### config.mk
export PLATFORM = sky130hd
export DESIGN_NAME = if_fetch_unit
export DESIGN_NICKNAME = d
export VERILOG_FILES = /design/src/rtl/if_pkg.sv /design/src/rtl/if_pc_reg.sv /design/src/rtl/if_fetch_unit.sv
export SDC_FILE = /design/constraint.sdc
export NUM_CORES = 1
export LEC_CHECK = 0
export CAP_MARGIN = 20
export CORE_UTILIZATION = 36
export CTS_BUF_LIST = sky130_fd_sc_hd__clkbuf_4
export CTS_CLUSTER_DIAMETER = 80
export DETAILED_ROUTE_END_ITERATION = 8
export PLACE_DENSITY = 0.73
export SLEW_MARGIN = 40
export SYNTH_ARGS = -nofsm -noshare
export SYNTH_HDL_FRONTEND = slang
export SYNTH_SLANG_ARGS = --single-unit
### constraint.sdc
create_clock -name clk -period 2.3 [get_ports clk]
set_clock_uncertainty 0.15 [all_clocks]
set_input_delay 0.46 -clock clk [delete_from_list [all_inputs] [get_ports clk]]
set_output_delay 0.46 -clock clk [all_outputs]
set_load 0.01 [all_outputs]
### src/rtl/if_pkg.sv
// Shared types and constants for the instruction fetch stage.
package if_pkg;

    localparam int INST_W = 32;
    localparam int ADDR_W = 32;

    // addi x0,x0,0
    localparam logic [INST_W-1:0] NOP_ENC = 32'h0000_0013;

    typedef enum logic [1:0] {
        S_BOOT = 2'd0,
        S_RUN  = 2'd1,
        S_HALT = 2'd2
    } state_t;

endpackage

### src/rtl/if_pc_reg.sv
// Program counter register with its next-pc selection (redirect, +4, hold).
import if_pkg::*;

module if_pc_reg #(
    parameter logic [ADDR_W-1:0] RESET_PC = '0
) (
    input  logic              clk,
    input  logic              rst_n,
    input  logic              load,
    input  logic [ADDR_W-1:0] target,
    input  logic              incr,
    output logic [ADDR_W-1:0] pc
);

    logic [ADDR_W-1:0] pc_reg;
    logic [ADDR_W-1:0] pc_next;

    // A redirect always beats sequential advance.
    always_comb begin
        pc_next = pc_reg;
        if (load) begin
            pc_next = target;
        end else if (incr) begin
            pc_next = pc_reg + ADDR_W'(4);
        end
    end

    always_ff @(posedge clk or negedge rst_n) begin
        if (!rst_n) begin
            pc_reg <= RESET_PC;
        end else begin
            pc_reg <= pc_next;
        end
    end

    assign pc = pc_reg;

endmodule

### src/rtl/if_fetch_unit.sv
// Fetch stage: owns the PC, registers the IMEM word toward decode with valid/ready.
// Optional misaligned-redirect trap enabled by defining FETCH_MISALIGN_TRAP_EN.
import if_pkg::*;

module if_fetch_unit #(
    parameter logic [ADDR_W-1:0] RESET_PC  = 32'h0000_0000,
    parameter int                MEM_NBYTE = 4096,
    parameter logic [INST_W-1:0] NOP_INST  = NOP_ENC
) (
    input  logic              clk,
    input  logic              rst_n,
    input  logic              fetch_en,
    input  logic              redirect_valid,
    input  logic [ADDR_W-1:0] redirect_target,
    output logic [ADDR_W-1:0] imem_addr,
    input  logic [INST_W-1:0] imem_inst,
    output logic              out_valid,
    input  logic              out_ready,
    output logic [INST_W-1:0] out_inst,
    output logic [ADDR_W-1:0] out_pc,
    output logic              fault,
    output logic [31:0]       fetch_count
);

    localparam logic [ADDR_W-1:0] PC_LAST = ADDR_W'(MEM_NBYTE - 4);

    state_t            state_reg, state_next;
    logic              out_valid_reg, out_valid_next;
    logic [INST_W-1:0] out_inst_reg, out_inst_next;
    logic [ADDR_W-1:0] out_pc_reg, out_pc_next;
    logic              fault_reg, fault_next;
    logic [31:0]       fetch_count_reg;

    logic [ADDR_W-1:0] pc;
    logic [ADDR_W-1:0] load_target;
    logic              pc_load;
    logic              pc_incr;
    logic              adv;
    logic              run_fetch;
    logic              misaligned;

    assign adv       = !out_valid_reg || out_ready;
    assign run_fetch = (state_reg == S_RUN) && fetch_en && adv;

`ifdef FETCH_MISALIGN_TRAP_EN
    assign misaligned  = redirect_target[1:0] != 2'b00;
    assign load_target = redirect_target;
`else
    assign misaligned  = 1'b0;
    assign load_target = {redirect_target[ADDR_W-1:2], 2'b00};
`endif

    if_pc_reg #(
        .RESET_PC (RESET_PC)
    ) u_pc_reg (
        .clk    (clk),
        .rst_n  (rst_n),
        .load   (pc_load),
        .target (load_target),
        .incr   (pc_incr),
        .pc     (pc)
    );

    always_comb begin
        state_next     = state_reg;
        out_valid_next = out_valid_reg;
        out_inst_next  = out_inst_reg;
        out_pc_next    = out_pc_reg;
        fault_next     = fault_reg;
        pc_load        = 1'b0;
        pc_incr        = 1'b0;

        if (state_reg == S_BOOT) begin
            state_next = S_RUN;
        end

        if (redirect_valid) begin
            // Whatever sits in the output register is dropped, accepted or not.
            pc_load        = 1'b1;
            out_valid_next = 1'b0;
            out_inst_next  = NOP_INST;
            if (misaligned) begin
                state_next = S_HALT;
                fault_next = 1'b1;
            end else begin
                state_next = S_RUN;
                fault_next = 1'b0;
            end
        end else if (run_fetch && (pc > PC_LAST)) begin
            state_next     = S_HALT;
            fault_next     = 1'b1;
            out_valid_next = 1'b0;
        end else if (run_fetch) begin
            out_inst_next  = imem_inst;
            out_pc_next    = pc;
            out_valid_next = 1'b1;
            pc_incr        = 1'b1;
        end else if (adv) begin
            out_valid_next = 1'b0;
        end
    end

    always_ff @(posedge clk or negedge rst_n) begin
        if (!rst_n) begin
            state_reg       <= S_BOOT;
            out_valid_reg   <= 1'b0;
            out_inst_reg    <= NOP_INST;
            out_pc_reg      <= '0;
            fault_reg       <= 1'b0;
            fetch_count_reg <= '0;
        end else begin
            state_reg     <= state_next;
            out_valid_reg <= out_valid_next;
            out_inst_reg  <= out_inst_next;
            out_pc_reg    <= out_pc_next;
            fault_reg     <= fault_next;
            if (out_valid_reg && out_ready && !redirect_valid) begin
                fetch_count_reg <= fetch_count_reg + 32'd1;
            end
        end
    end

    assign imem_addr   = pc;
    assign out_valid   = out_valid_reg;
    assign out_inst    = out_inst_reg;
    assign out_pc      = out_pc_reg;
    assign fault       = fault_reg;
    assign fetch_count = fetch_count_reg;

endmodule

======== Word level (Yosys, flattened, before mapping) ========
Index checks and enable logic that the tools add are counted.
storage, ports and cells
  register bits ........................... 132
  bits in latches ......................... 0
  RAM bits ................................ 0
  ROM bits ................................ 0
  input bits .............................. 69
  output and inout bits ................... 130
  memories kept ........................... 0
cells by class
  add/sub/neg operators ................... 2
  $mul .................................... 0
  divide/modulo/power cells ............... 0
  $lt $le $gt $ge ......................... 1
  eq/ne operators ......................... 2
  shift operators ......................... 0
  multiplexer cells ....................... 18
  bitwise gates (word level) .............. 2
  reductions and logical operators ........ 16
operator list
  kind                   count
  $mux 32                5
  $add 32x1->32 const B  1
  $add 32x3->32 const B  1
  $gt 32x12->1 const B   1
  $mux 1                 10
  $mux 2                 3
  $reduce_bool 2->1      3
  $logic_and 1x1->1      5
  $reduce_bool 4->1      1
  $reduce_and 3->1       1
  $reduce_bool 3->1      1
  $eq 2x1->1 const B     1
  $logic_not 1->1        2
  $logic_not 2->1        1
  $ne 2x2->1 const B     1
  $not 1->1              2
  $reduce_and 2->1       1
  $logic_or 1x1->1       1

======== Depth between registers and ports, before layout ========
  word-level depth ........................ 8
  depth in mapped cells ................... 7
  gate-level depth less buffers ........... 6

======== By module ========
Synthesis repeated with hierarchy kept, for this count alone.
second synthesis, totals
  cells, all modules ...................... 569
  area, all modules ....................... 6268.5 sq um
by module, submodules not included
  module         instances  cells each  area each (sq um)  sequential area each (sq um)
  if_fetch_unit  1          369         4448.0             2506.2
  if_pc_reg      1          200         1820.5             800.8

======== Worst setup path after synthesis ========
Ideal clock, no wire load.
  kind .................................... register to register
  start ................................... register u_pc_reg.pc_reg[12], in the netlist u_pc_reg.pc[12]
  end ..................................... register out_pc_reg[10], in the netlist out_pc[10]
  setup time .............................. 125 ps
  arrival time ............................ 2021 ps
  path slack .............................. 5 ps
  cell stages (with the launch flop) ...... 8
  cells stage by stage .................... dfrtp_1 nor4_1 nand3_1 or3_1 clkbuf_1 nor2_1 buf_2 mux2_2
on the way
  cells in the longest elaborated chain, start to end .. 4
RTL lines
  item                        line                  source
  start, declared             if_pc_reg.sv:15       logic [ADDR_W-1:0] pc_reg;
  start signal, assigned      if_pc_reg.sv:32       pc_reg <= pc_next;
  $gt 32x12->1                if_fetch_unit.sv:89   end else if (run_fetch && (pc > PC_LAST)) begin
  $logic_and 1x1->1           if_fetch_unit.sv:89
  $not 1->1 (no line)         n/a
  $reduce_and 3->1 (no line)  n/a
  end signal, assigned        if_fetch_unit.sv:115  out_pc_reg <= out_pc_next;
  end, declared               if_fetch_unit.sv:30   logic [ADDR_W-1:0] out_pc_reg, out_pc_next;
Every way passes these cells.
A chain may end at the register's enable or synchronous reset.

======== Worst setup path in the final report ========
  start ................................... register u_pc_reg.pc_reg[27], in the netlist u_pc_reg.pc[27]
  end ..................................... register u_pc_reg.pc_reg[6], in the netlist u_pc_reg.pc[6]
on the way
  cells in the longest elaborated chain, start to end .. 5
RTL lines
  item                         line                 source
  $gt 32x12->1                 if_fetch_unit.sv:89
  $logic_and 1x1->1            if_fetch_unit.sv:89
  $mux 1                       if_fetch_unit.sv:89
  $mux 1                       if_fetch_unit.sv:77  if (redirect_valid) begin
  $reduce_bool 2->1 (no line)  n/a
Every way passes these cells.

==> impl_metrics.env <==
export IMPL_rr_endpoint="u_pc_reg.pc[6]"
export IMPL_hold_viol_final=0
export IMPL_synth_top_area_frac=0.5903
export IMPL_setup_tns_ps=0
export IMPL_clockRootBuffer="clkbuf_4"
export IMPL_wl_per_cell_um=16.28
export IMPL_multiInputGateArea_um2=2061
export IMPL_final_common_cell="clkdlybuf4s50_1"
export IMPL_cts_num_sinks=128
export IMPL_regArea_um2=3216
export IMPL_critPathKind="flip-flop to flip-flop"
export IMPL_rr_startpoint="u_pc_reg.pc[27]"
export IMPL_relSlewSlack=0.5287
export IMPL_fin_nets=769
export IMPL_layout_common_cells="clkdlybuf4s50_1, dfrtp_1, nand2_1, a21oi_1"
export IMPL_fillers=1150
export IMPL_drt_pass1_iter_count=5
export IMPL_synth_enable_flop_cells=0
export IMPL_min_period_ps=2244
export IMPL_grt_total_usage=0.1973
export IMPL_avgSynthCellArea_um2=11.20
export IMPL_p_leak_uw=0.003415
export IMPL_worstSetupEndpointType="flip-flop"
export IMPL_dp_hpwl_um=10470
export IMPL_drt_total_wl_um=14450
export IMPL_met2_usage=0.3362
export IMPL_period_share=0.9756
export IMPL_grt_start_max_net_pins=62
export IMPL_boundaryPins=199
export IMPL_grt_use_met3=0.06642
export IMPL_total_power_uw=4284
export IMPL_setup_viol=0
export IMPL_reg2reg_depth=5
export IMPL_grt_pass1_wl_um=22640
export IMPL_yosys_area_top_type="dfrtp_1"
export IMPL_htree_num_levels=4
export IMPL_slew_violations=0
export IMPL_start_kind="flip-flop"
export IMPL_die_h_um=123.3
export IMPL_cp_slowest_cell="or3_2"
export IMPL_startpoint="u_pc_reg.pc[27]"
export IMPL_drive_above_1_share=0.1737
export IMPL_cpPeakStageDelay_ps=470
export IMPL_port_buffers=192
export IMPL_worstPathArrival_ps=2520
export IMPL_start_util=0.3759
export IMPL_netlist_area_um2=5299
export IMPL_syn_to_final_growth_pct=51.50
export IMPL_dr_total_vias=4438
export IMPL_tritoncts="built"
export IMPL_die_x_um=123.3
export IMPL_path_cells="nor4_2 -> nand2_2 -> or3_4 -> or3_2 -> a31oi_1"
export IMPL_vias_per_cell=4.998
export IMPL_tightest_slew_ps=706.9
export IMPL_met1_usage=0.2332
export IMPL_yosysWarnings=0
export IMPL_synth_ff_type="dfrtp_1"
export IMPL_insertion_delay_ps=510
export IMPL_status="complete, no violations"
export IMPL_drtAntennaViolNets=0
export IMPL_seq_area_frac_synth=0.6052
export IMPL_worstPathRequired_ps=2580
export IMPL_synthDistinctLibCells=43
export IMPL_gr_total_overflow=0
export IMPL_clk_path_buf_depth=2
export IMPL_gp_congestion=0.8001
export IMPL_peakVddDrop_mv=0.5723
export IMPL_antenna_cells=0
export IMPL_clkTransAtPathRegs_ps=100
export IMPL_rsz0062_at_grt="yes"
export IMPL_hold_slack_ps=312.3
export IMPL_grt_pass1_vias=4459
export IMPL_netlist_instances=473
export IMPL_busiest_layer="met2"
export IMPL_async_flop_share=1.000
export IMPL_cp_top_family="simple AND/OR/NAND/NOR gates"
export IMPL_die_area_um2=15210
export IMPL_p_per_area_nw_per_um2=533.6
export IMPL_drv_cap=0
export IMPL_fmaxAchievable_mhz=445.7
export IMPL_drtIter0Drc=220
export IMPL_yosys_register_bits=128
export IMPL_cp_max_fo=6
export IMPL_fin_util=0.5695
export IMPL_rrSetupSlack_ps=60
export IMPL_worst_path_buf_inv=0
export IMPL_drc_errors=0
export IMPL_cts_buffers=17
export IMPL_num_rows=43
export IMPL_antenna_found_initial=0
export IMPL_core_area_um2=14100
export IMPL_hp_class="input pin to async pin"
export IMPL_synth_area_leaders="dfrtp_1, mux2_2, nand2_1, xnor2_1, a21oi_1"
==> worst register-to-register path, stage by stage (launching register included) <==
cell and delay (ps):
dfrtp_1 440, nor4_2 320, nand2_2 130, or3_4 440, or3_2 470, a31oi_1 210
==> power breakdown <==
| group | total (µW) | internal, µW | switching [µW] |
|---|---|---|---|
| combinational | 471 | 278 | 193 |
| clock | 1420 | 649 | 767 |
| sequential | 2400 | 2310 | 90.0 |
==> cells by family (layout without fill, tap and decap cells) <==
kind of cell             after synthesis  in the layout  synth area share
AND/OR/NAND/NOR                      196            197            0.1887
flip-flops                           128            128            0.6052
AO/OA/AOI/OAI                         52             52           0.05478
multiplexers                          31             31           0.06564
buffers and inverters                 30            261           0.02574
other                                  1              4         0.0007077
adder cells (fa/ha/maj)                2              2          0.004722
XOR/XNOR                              33             33           0.05455
==> how the worst max path moves through the flow <==
stage               cells after the start              end
floorplan                               7       out_pc[10]
global placement                        6  u_pc_reg.pc[11]
detailed placement                      7        out_pc[3]
CTS                                     5  u_pc_reg.pc[11]
global route                            6        out_pc[7]
finish                                  5   u_pc_reg.pc[6]
==> final cells by class <==
type / count / share of cell area
well taps: 180 / 0.02805
flip-flops and latches: 128 / 0.4006
clock inverters: 9 / 0.01185
repair buffers: 227 / 0.2818
clock buffers: 20 / 0.01870
multi-input cells: 319 / 0.2567
inverters: 5 / 0.002338
==> cell usage after synthesis (2+ instances only) <==
| cell type | n |
|---|---|
| and2_1 | 3 |
| a31oi_1 | 5 |
| nand4_1 | 11 |
| clkbuf_1 | 18 |
| ha_1 | 2 |
| nor4_1 | 12 |
| or3_2 | 3 |
| xor2_1 | 7 |
| nand2_1 | 83 |
| and3_1 | 6 |
| dfstp_2 | 3 |
| buf_4 | 4 |
| and4_1 | 2 |
| nand4b_1 | 2 |
| nor4_2 | 2 |
| a21oi_1 | 32 |
| inv_1 | 5 |
| nor2b_1 | 21 |
| nor2_1 | 18 |
| xnor2_1 | 26 |
| o21ai_0 | 7 |
| nand3_1 | 23 |
| o31ai_1 | 2 |
| o21a_1 | 3 |
| mux2_2 | 30 |
| or4_1 | 2 |
| dfrtp_1 | 125 |
==> layer usage <==
metal	vias up	routed length (µm)
met5	-	0
li1	2065	-
met4	0	224
met2	160	7344
met1	2190	5877
met3	23	1007
==> per-stage QoR <==
step,setup WS [ps],cells,instance area (µm²)
final,56.17,888,8028
after global routing,-10.42,888,8028
after global placement,-374.7,854,7649
after detailed placement,-410.2,854,7649
after floorplan,4.637,476,5310
after CTS,-1.404,884,7925
==> timing repair <==
action / in CTS / in global routing
buffers inserted: 0 / 3
pin swaps: 0 / 6
setup endpoints to repair: 7 / 21
cloned: 0 / 1
resized for setup: 6 / 21
hold buffers: 1 / 0
endpoints found under the hold margin: 34 / 0
Power figures use the tool's default switching activity.
